$ cat config.mk
export PLATFORM = sky130hd
export DESIGN_NAME = bsg_print_stat_snoop_queue
export DESIGN_NICKNAME = d
export VERILOG_FILES = /design/src/rtl/bsg_print_stat_snoop_queue.sv
export SDC_FILE = /design/constraint.sdc
export NUM_CORES = 1
export LEC_CHECK = 0
export ABC_CLOCK_PERIOD_IN_PS = 8100
export CORE_ASPECT_RATIO = 1.5
export CORE_MARGIN = 2
export CORE_UTILIZATION = 47
export DETAILED_ROUTE_END_ITERATION = 6
export GPL_ROUTABILITY_DRIVEN = 0
export MAX_ROUTING_LAYER = met4
export PLACE_DENSITY_LB_ADDON = 0.08
export RECOVER_POWER = 100
export REMOVE_ABC_BUFFERS = 1
export SYNTH_ARGS = -nofsm -noshare
export SYNTH_HDL_FRONTEND = slang
export SYNTH_SLANG_ARGS = --single-unit
$ cat constraint.sdc
create_clock -name clk_i -period 8.1 [get_ports clk_i]
set_input_delay 1.62 -clock clk_i [delete_from_list [all_inputs] [get_ports clk_i]]
set_output_delay 1.62 -clock clk_i [all_outputs]
set_load 0.005 [all_outputs]
$ cat src/rtl/bsg_print_stat_snoop_queue.sv
// bsg_print_stat_snoop_queue
//
// Passive snooper on the host/loader manycore link. It watches accepted
// forward writes. When a write targets one of num_chan_p programmable word
// EPAs, it queues a record of {channel, payload data, cycle stamp}. The
// host/cosim side drains the records with a valid/yumi handshake. The link
// is never driven or backpressured.
//
// Optional feature (macro BSG_PRINT_STAT_SNOOP_SRC_EN): each record also
// carries the packet's source x/y coordinates on src_x_o/src_y_o.
//
// Link word layout (MSB first), identical for both link inputs:
//   fwd_v | fwd_pkt | fwd_ready_and_rev | rev_v | rev_pkt | rev_ready_and_rev
// Forward packet layout (MSB first):
//   addr | data | src_y_cord | src_x_cord | y_cord | x_cord
// Return packet layout (MSB first):
//   load_id | data | y_cord | x_cord
//
// Ports:
//   clk_i, reset_i          clock, asynchronous active-high reset
//   loader_link_sif_in_i    link traffic into the loader (read only)
//   loader_link_sif_out_i   link traffic out of the loader (read only)
//   chan_epa_i              word EPA per channel; channel k in slice k
//   chan_en_i               per-channel enable
//   v_o, chan_o, tag_o,
//   cycle_o                 head record of the queue (zero while empty)
//   src_x_o, src_y_o        head record source coordinates (feature only)
//   yumi_i                  consume head record; only legal while v_o=1
//   drop_count_o            saturating count of events lost to a full queue
//   overflow_o              sticky flag: at least one event was dropped
//   clear_drop_i            clears drop_count_o and overflow_o
module bsg_print_stat_snoop_queue #(
  parameter int data_width_p    = 32,
  parameter int addr_width_p    = 28,
  parameter int x_cord_width_p  = 7,
  parameter int y_cord_width_p  = 7,
  parameter int load_id_width_p = 11,
  parameter int num_chan_p      = 4,
  parameter int els_p           = 8,
  parameter int cycle_width_p   = 32,
  parameter int drop_width_p    = 16,
  localparam int fwd_pkt_width_lp  = addr_width_p + data_width_p
                                   + 2*x_cord_width_p + 2*y_cord_width_p,
  localparam int rev_pkt_width_lp  = load_id_width_p + data_width_p
                                   + x_cord_width_p + y_cord_width_p,
  localparam int link_sif_width_lp = fwd_pkt_width_lp + rev_pkt_width_lp + 4,
  localparam int chan_width_lp     = (num_chan_p > 1) ? $clog2(num_chan_p) : 1
) (
  input  logic                                 clk_i,
  input  logic                                 reset_i,
  input  logic [link_sif_width_lp-1:0]         loader_link_sif_in_i,
  input  logic [link_sif_width_lp-1:0]         loader_link_sif_out_i,
  input  logic [num_chan_p*addr_width_p-1:0]   chan_epa_i,
  input  logic [num_chan_p-1:0]                chan_en_i,
  output logic                                 v_o,
  output logic [chan_width_lp-1:0]             chan_o,
  output logic [data_width_p-1:0]              tag_o,
  output logic [cycle_width_p-1:0]             cycle_o,
`ifdef BSG_PRINT_STAT_SNOOP_SRC_EN
  output logic [x_cord_width_p-1:0]            src_x_o,
  output logic [y_cord_width_p-1:0]            src_y_o,
`endif
  input  logic                                 yumi_i,
  output logic [drop_width_p-1:0]              drop_count_o,
  output logic                                 overflow_o,
  input  logic                                 clear_drop_i
);

  localparam int ptr_width_lp   = $clog2(els_p);
  localparam int count_width_lp = $clog2(els_p + 1);
  localparam int fwd_pkt_lsb_lp = rev_pkt_width_lp + 3;
  localparam int src_x_lsb_lp   = x_cord_width_p + y_cord_width_p;
  localparam int src_y_lsb_lp   = 2*x_cord_width_p + y_cord_width_p;
  localparam int data_lsb_lp    = 2*x_cord_width_p + 2*y_cord_width_p;
  localparam logic [ptr_width_lp-1:0]   last_ptr_lp = ptr_width_lp'(els_p - 1);
  localparam logic [count_width_lp-1:0] full_cnt_lp = count_width_lp'(els_p);

  logic                        fwd_v;
  logic                        fwd_ready;
  logic [fwd_pkt_width_lp-1:0] fwd_pkt;
  logic [addr_width_p-1:0]     pkt_addr;
  logic [data_width_p-1:0]     pkt_data;
  logic [x_cord_width_p-1:0]   pkt_src_x;
  logic [y_cord_width_p-1:0]   pkt_src_y;

  // The forward valid and packet come from traffic heading into the
  // loader; the acceptance handshake comes from the loader's side.
  assign fwd_v     = loader_link_sif_in_i[link_sif_width_lp-1];
  assign fwd_pkt   = loader_link_sif_in_i[fwd_pkt_lsb_lp +: fwd_pkt_width_lp];
  assign fwd_ready = loader_link_sif_out_i[rev_pkt_width_lp + 2];
  assign pkt_addr  = fwd_pkt[fwd_pkt_width_lp-1 -: addr_width_p];
  assign pkt_data  = fwd_pkt[data_lsb_lp +: data_width_p];
  assign pkt_src_x = fwd_pkt[src_x_lsb_lp +: x_cord_width_p];
  assign pkt_src_y = fwd_pkt[src_y_lsb_lp +: y_cord_width_p];

  // Most link bits are irrelevant to the snooper; folding them here keeps
  // them visibly consumed.
  logic unused_link;
  assign unused_link = ^{loader_link_sif_in_i, loader_link_sif_out_i};

  logic                     hit;
  logic [chan_width_lp-1:0] hit_chan;

  // Channel match. The scan runs from the highest index down so that the
  // lowest matching channel is the one left in hit_chan.
  always_comb begin
    hit      = 1'b0;
    hit_chan = '0;
    for (int k = num_chan_p - 1; k >= 0; k--) begin
      if (chan_en_i[k] && (pkt_addr == chan_epa_i[k*addr_width_p +: addr_width_p])) begin
        hit      = 1'b1;
        hit_chan = k[chan_width_lp-1:0];
      end
    end
  end

  logic [ptr_width_lp-1:0]   wr_ptr, rd_ptr;
  logic [count_width_lp-1:0] count;
  logic [cycle_width_p-1:0]  cycle_cnt;
  logic                      fire, empty, full, pop, push, drop;

  assign fire  = fwd_v & fwd_ready & hit;
  assign empty = (count == '0);
  assign full  = (count == full_cnt_lp);
  assign pop   = yumi_i & ~empty;
  // A pop in the same cycle frees the slot, so a full queue still accepts.
  assign push  = fire & (~full | pop);
  assign drop  = fire & full & ~pop;

  // Queue pointers and occupancy.
  always_ff @(posedge clk_i or posedge reset_i) begin
    if (reset_i) begin
      wr_ptr <= '0;
      rd_ptr <= '0;
      count  <= '0;
    end else begin
      if (push) wr_ptr <= (wr_ptr == last_ptr_lp) ? '0 : wr_ptr + ptr_width_lp'(1);
      if (pop)  rd_ptr <= (rd_ptr == last_ptr_lp) ? '0 : rd_ptr + ptr_width_lp'(1);
      if (push && !pop)      count <= count + count_width_lp'(1);
      else if (pop && !push) count <= count - count_width_lp'(1);
    end
  end

  // Free-running cycle stamp; wraps silently.
  always_ff @(posedge clk_i or posedge reset_i) begin
    if (reset_i) cycle_cnt <= '0;
    else         cycle_cnt <= cycle_cnt + cycle_width_p'(1);
  end

  // Drop accounting. A clear and a drop in the same cycle leave a count of
  // one, since the clear is applied first.
  always_ff @(posedge clk_i or posedge reset_i) begin
    if (reset_i) begin
      drop_count_o <= '0;
      overflow_o   <= 1'b0;
    end else if (clear_drop_i) begin
      drop_count_o <= drop ? drop_width_p'(1) : '0;
      overflow_o   <= drop;
    end else if (drop) begin
      if (~&drop_count_o) drop_count_o <= drop_count_o + drop_width_p'(1);
      overflow_o <= 1'b1;
    end
  end

  logic [chan_width_lp-1:0] chan_mem  [els_p];
  logic [data_width_p-1:0]  tag_mem   [els_p];
  logic [cycle_width_p-1:0] cycle_mem [els_p];

  // Record storage needs no reset: every read is masked while the queue
  // is empty, and reset empties the queue.
  always_ff @(posedge clk_i) begin
    if (push) begin
      chan_mem[wr_ptr]  <= hit_chan;
      tag_mem[wr_ptr]   <= pkt_data;
      cycle_mem[wr_ptr] <= cycle_cnt;
    end
  end

  assign v_o     = ~empty;
  assign chan_o  = v_o ? chan_mem[rd_ptr]  : '0;
  assign tag_o   = v_o ? tag_mem[rd_ptr]   : '0;
  assign cycle_o = v_o ? cycle_mem[rd_ptr] : '0;

`ifdef BSG_PRINT_STAT_SNOOP_SRC_EN
  logic [x_cord_width_p-1:0] src_x_mem [els_p];
  logic [y_cord_width_p-1:0] src_y_mem [els_p];

  // Source coordinates travel with the rest of the record.
  always_ff @(posedge clk_i) begin
    if (push) begin
      src_x_mem[wr_ptr] <= pkt_src_x;
      src_y_mem[wr_ptr] <= pkt_src_y;
    end
  end

  assign src_x_o = v_o ? src_x_mem[rd_ptr] : '0;
  assign src_y_o = v_o ? src_y_mem[rd_ptr] : '0;
`else
  logic unused_src;
  assign unused_src = ^{pkt_src_x, pkt_src_y};
`endif

endmodule

==> results of run 1 <==
[metal layers]
metal / track usage [%] / wire, µm / vias up / share of wire [%]
met5: - / 0 / - / 0
met4: 7.19 / 1830 / 0 / 3.3
met1: 25.2 / 21700 / 6702 / 39
met3: 3.16 / 2540 / 99 / 4.6
li1: - / - / 5873 / -
met2: 37.2 / 29100 / 381 / 53
[sequential cells by signal, summed over array words and instances (netlist names)]
| name | cells |
|---|---|
| wr_ptr | 3 |
| overflow_o | 1 |
| tag_mem | 256 |
| chan_mem | 16 |
| rd_ptr | 3 |
| count | 4 |
| cycle_mem | 256 |
| cycle_cnt | 32 |
| drop_count_o | 16 |
[area by class of cell]
cell class,count,area (µm²),share of cell area [%]
repair buffers,281,2890,9.66
inverters,12,45.0,0.151
clock buffers,67,1440,4.82
diodes,1,2.50,0.00837
multi-input cells,674,7000,23.4
flip-flops and latches,587,17300,58.0
well taps,682,853,2.85
clock inverters,31,325,1.09
[cells by family after synthesis]
logic type	after synthesis	share of synthesized area (%)
xor gates and xnor gates	145	5.72
muxes	207	15.1
buffers and inverters	76	1.66
adders and majority gates	10	0.535
AOI/OAI and AO/OA	34	0.873
DFF	587	69.9
and+or+nand+nor	278	6.19
[power groups by stage]
stage	registers, mW	clock network, mW	logic (mW)
2_1_floorplan	3.42	0	0.461
3_3_place_gp	3.38	0	0.986
3_5_place_dp	3.38	0	0.985
4_1_cts	3.32	2.60	0.988
5_1_grt	3.32	2.69	1.00
6_report	3.31	2.53	0.917
[layout by cell type, fill, tap and decap left out, types with 4 or more instances in the layout]
cell type        Yosys  routed
and3_1               4       4
xnor2_1            101     101
nor2_1              79      79
buf_12               0      10
mux2_1               3       4
or2_1                5       4
nor4_1              18      18
or4_1                8       8
and4_1               6       8
mux2_2               5       5
inv_1               11      10
mux4_2             132     132
clkbuf_8             2       4
nand4_1             51      51
clkdlybuf4s50_1      0     150
edfxtp_1           528     528
o31ai_1              5       5
xor2_1              26      26
nand2b_1             4       4
nand2_1             43      43
o21ai_0              7       7
bufinv_16            0       7
nor3_1               6       6
xnor2_2             17      17
clkbuf_1            25      12
clkinv_1             0      16
dlygate4sd3_1        0     115
nand3_1             21      21
clkbuf_16            0      54
ha_1                 9       9
nor4b_1              4       8
mux2i_1             66      66
dfrtp_1             59      57
a21oi_1             12      12
clkinv_2             0       7
[worst max-delay path by stage]
stage	start	to	slack, ns	cells past startpoint
3_3_place_gp	loader_link_sif_in_i[135]	count[3]	2.13	17
4_1_cts	loader_link_sif_in_i[135]	count[3]	2.73	17
3_5_place_dp	loader_link_sif_in_i[135]	count[3]	2.12	17
2_1_floorplan	chan_epa_i[90]	chan_mem[0][0]	-1.84	7
6_report	rd_ptr[0]	cycle_o[24]	1.85	5
5_1_grt	rd_ptr[0]	cycle_o[24]	1.31	5
[cell usage after synthesis (2+ instances only)]
master	instances
or2_1	5
nor4_1	18
xor2_1	26
ha_1	9
buf_4	3
and3_1	4
dfrtp_1	59
nand4_1	51
or4_1	8
buf_2	10
o211ai_1	2
buf_1	13
or3_1	3
nor4_2	2
nor2b_1	3
and2_1	2
nand2_1	43
mux2i_1	66
nor3b_1	2
o31ai_1	5
xnor2_1	101
o21ai_0	7
edfxtp_1	528
a21o_1	2
nand3_1	21
nor4b_2	4
nor2_1	79
mux4_2	132
a21oi_1	12
nor4b_1	4
inv_1	11
and4_4	2
clkbuf_8	2
nand2b_1	4
mux2_1	3
mux2_2	5
and4_1	6
nor3_1	6
clkbuf_1	25
buf_6	11
xnor2_2	17
[worst reg2reg max path: stages, from the launching register on]
cell      delay (ns)
dfrtp_1         0.45
nor4_2          0.34
clkbuf_1        0.85
inv_1           0.18
nand2_1         0.33
ha_1            0.25
inv_1           0.09
ha_1            0.28
a21o_1          0.17
a21oi_1         0.18
xnor2_1         0.14
nor2_1          0.06
xor2_1          0.14
==> qor.yml, run 1 <==
status: "finished with violations"
violations: "capacitance limit, slew limit"
async_flop_share_pct: 10.1
path_cells: "buf_12 > mux4_2 > mux2i_1 > nor2_1 > dlygate4sd3_1"
antenna_left: 0
num_io_pins: 502
hpwl_um: 32000
crit_path_max_incr_delay_ns: 1.77
grt_start_max_net_pins: 79
synthDistinctLibCells: 62
grt_pass1_vias: 14300
core-area_mm2: 0.0523
holdWs_ns: 0.541
yosysWarnings: 0
internal_power_mw: 5.21
clock_skew_ns: 0.0262
clock_latency_ns: 0.57
hold_depth: 1
die_w_um: 191
cap_viol_max_count: 2
ys_seq_area_share_pct: 69.9
synth_ff_type: "edfxtp_1"
clk_path_buf_depth: 3
initial_core_util_pct: 47.4
overflow: 0
power_density_mw_per_mm2: 226
num_rows: 103
hold_viol: 0
clkTransAtPathRegs_ns: 0.07
utilization_pct: 57.1
numCtsBuffers: 53
antenna_found_initial: 3
rsz0062_at_grt: "no"
cp_top_family: "flip-flops"
r2r_end: "count[3]"
drt_iter0_drc: 688
ys_ff_latch: 587
cts_tree: "yes"
cts-hold-fix-buffers: 0
crit_buf_inv: 2
cts_resized: 0
grt_usage_pct: 21.3
crit_type: "reg -> out"
syn_to_final_growth_pct: 20.6
hp-start: "count[3]"
critPathCaptureType: "output pin"
clock-root-buffer: "clkbuf_16"
max-slew-margin-rel_pct: -138
total_power_mw: 6.76
r2r_slack_ns: 4.53
p_comb_share_pct: 13.6
cts_setup_buffers: 0
drt_pre_antenna_iters: 7
die_area_mm2: 0.0546
stdcell_count: 2335
dp_cells: 2236
fill_cells: 4082
start_kind: "flop"
power_switching_share_pct: 22.9
fin_nets: 2037
cp_slowest_cell: "dfrtp_1"
die_h_um: 285
r2r_start: "count[0]"
fin_ws_ns: 1.85
avgSynthCellArea_um2: 18.5
synthTopCellsByArea: "edfxtp_1 (64%), mux4_2 (12%), dfrtp_1 (6.0%)"
finalSetupViolCount: 0
worst-endpoint-arrival_ns: 4.63
htree_levels: 2
netlist.area_leader.share_pct: 64.0
fin_setup_tns_ns: 0
fmax_mhz: 160
syn_inst: 1337
ir_worst_vdd_mv: 0.149
cp.required_ns: 6.48
postPlaceCellArea_mm2: 0.0282
wl_per_cell_um: 23.6
drive_gt1_share_pct: 15.4
grt_pass1_wl_um: 84000
final.min_clock_period_ns: 6.25
power_frac_clock_pct: 37.4
clock-sinks: 587
routed_wl_um: 55200
syn-cell-area_mm2: 0.0248
p_switching_mw: 1.55
worst_pin_slew_ns: 3.58
maxSlewViolCount: 94
preCtsSetupSlack_ns: 2.12
hold_path.class: "reg -> reg"
post-route-period-util_pct: 77.2
netlist.top_cell.by_area: "edfxtp_1"
via_count: 13100
min_to: "count[3]"
stdcell_area_mm2: 0.0299
synth-edff-count: 528
drc: 0
via_per_inst: 5.59
cp_max_fo: 78
io_buffers: 265
r2r_cells: 12
p_leak_nw: 10.2
power_frac_seq_pct: 49.0
Power figures use the tool's default switching activity.
==> inputs of run 2 (changes only) <==
Settings changed: ABC_CLOCK_PERIOD_IN_PS 8100 to 5750, CORE_UTILIZATION 47 to 50.
Clock period 8.1 ns to 5.75 ns, I/O delays scaled along.
==> run 2 against run 1 <==
The run still ends with capacitance limit, slew limit left. Register-to-register slack lost 2.3 ns. Die area shrank 5.9%. Clock-buffer cell count up 6. Global-route usage increased by 1.4 points. Critical path depth stayed put. Largest cell class unchanged. Largest power group unchanged. Highest routed layer unchanged.
==> qor.yml, run 2 (same netlist as run 1, synthesis figures left out) <==
cap_viol_max_count: 2
crit_path_max_incr_delay_ns: 1.39
die_h_um: 277
reg_top3: "cycle_mem x256, tag_mem x256, cycle_cnt x32"
cp.required_ns: 4.60
post-route-period-util_pct: 86.5
p_leak_nw: 10.2
fill_cells: 3615
fin_setup_tns_ns: 0
max-slew-margin-rel_pct: -81.5
final_cell_mix: "edfxtp_1 (528), clkdlybuf4s50_1 (164), mux4_2 (132)"
num_io_pins: 502
total_power_mw: 9.34
final.min_clock_period_ns: 4.97
critPathCaptureType: "output pin"
power_switching_share_pct: 23.1
hold_viol: 0
clock-sinks: 587
power_frac_clock_pct: 36.0
path_cells: "clkbuf_2 > mux4_2 > mux2i_1 > nor2_1 > clkdlybuf4s50_1"
worst_pin_slew_ns: 2.72
cp_slowest_cell: "dfrtp_2"
syn_to_final_growth_pct: 20.8
grt_usage_pct: 22.7
dp_cells: 2225
cp_max_fo: 58
start_kind: "flop"
cts_tree: "yes"
final_common_cell: "edfxtp_1"
cts_resized: 0
htree_levels: 2
clk_path_buf_depth: 3
drc: 0
status: "finished with violations"
io_buffers: 265
fin_nets: 2052
fmax_mhz: 201
clock-root-buffer: "clkbuf_16"
num_rows: 99
antenna_left: 0
via_per_inst: 5.66
core-area_mm2: 0.0488
cts_setup_buffers: 0
grt_start_max_net_pins: 59
hpwl_um: 34700
p_switching_mw: 2.15
worst-endpoint-arrival_ns: 3.82
finalSetupViolCount: 0
internal_power_mw: 7.18
die_area_mm2: 0.0514
die_w_um: 186
grt_pass1_wl_um: 83700
ir_worst_vdd_mv: 0.249
grt_pass1_vias: 14000
p_comb_share_pct: 14.1
stdcell_count: 2327
routed_wl_um: 55700
violations: "capacitance limit, slew limit"
hold_path.class: "reg -> reg"
drt_iter0_drc: 709
wl_per_cell_um: 24.0
via_count: 13200
overflow: 0
utilization_pct: 61.3
power_density_mw_per_mm2: 312
numCtsBuffers: 53
rsz0062_at_grt: "no"
initial_core_util_pct: 50.8
drt_pre_antenna_iters: 5
maxSlewViolCount: 104
clkTransAtPathRegs_ns: 0.06
clock_skew_ns: 0.0189
drive_gt1_share_pct: 15.8
antenna_found_initial: 3
cts-hold-fix-buffers: 0
power_frac_seq_pct: 49.8
clock_latency_ns: 0.58
crit_type: "reg -> out"
-- run 2: cell types whose count changed in the layout (fill, tap and decap cells not counted), sizes merged, moves of 4 or more --
cell,before,now
clkdlybuf4s50,150,164
bufinv,7,3
buf,13,24
clkbuf,70,80
dlygate4sd3,115,101
-- run 2: power by group through the flow --
| stage | logic (mW) | clock network (mW) | registers, mW |
|---|---|---|---|
| floorplan | 0.628 | 0 | 4.82 |
| global placement | 1.40 | 0 | 4.75 |
| detailed placement | 1.41 | 0 | 4.75 |
| CTS | 1.41 | 3.44 | 4.66 |
| global route | 1.45 | 3.59 | 4.65 |
| finish | 1.32 | 3.36 | 4.65 |
-- run 2: final cells by class --
type | count | area, µm² | area share [%]
sequential | 587 | 17300 | 57.9
clock inverter | 26 | 194 | 0.648
antenna | 3 | 7.51 | 0.0251
tap | 656 | 821 | 2.74
timing repair buffer | 296 | 3060 | 10.2
multi-input combinational | 674 | 7020 | 23.5
clock buffer | 73 | 1450 | 4.86
inverter | 12 | 45.0 | 0.150
-- run 2: path summary, 6_finish.rpt --
path / cells past startpoint / slack, ns / to / from
setup reg to reg: 12 / 2.28 / count[3] / count[0]
min in group asynchronous: 2 / 1.12 / cycle_cnt[0] / reset_i
hold / removal: 1 / 0.52 / count[3] / count[3]
max in group asynchronous: 3 / 1.27 / rd_ptr[2] / reset_i
hold reg to reg: 1 / 0.52 / count[3] / count[3]
setup / recovery: 5 / 0.78 / tag_o[16] / rd_ptr[1]
-- run 2: through the flow --
step	setup WS [ns]	cell area (µm²)	hold WS, ns
global route	0.508	29900	0.568
finish	0.777	29900	0.525
CTS	1.27	30100	0.539
detailed placement	0.671	28400	0.530
global placement	0.689	28400	0.531
floorplan	-3.72	24400	0.464
-- run 2: worst max-delay path: cells and delay by family (launching register included) --
| family | cells | cell delay, ns |
|---|---|---|
| DFF | 1 | 1.39 |
| and+or+nand+nor | 1 | 0.06 |
| buffers and inverters | 2 | 1.13 |
| muxes | 2 | 0.60 |
-- run 2: metal layers --
layer / share of wire (%) / vias to the layer above / track usage, % / routed length (µm)
met5: 0 / - / - / 0
met2: 52 / 423 / 38.6 / 28900
met4: 4.6 / 0 / 9.97 / 2550
met1: 39 / 6732 / 26.6 / 21600
li1: - / 5894 / - / -
met3: 4.9 / 115 / 3.54 / 2740
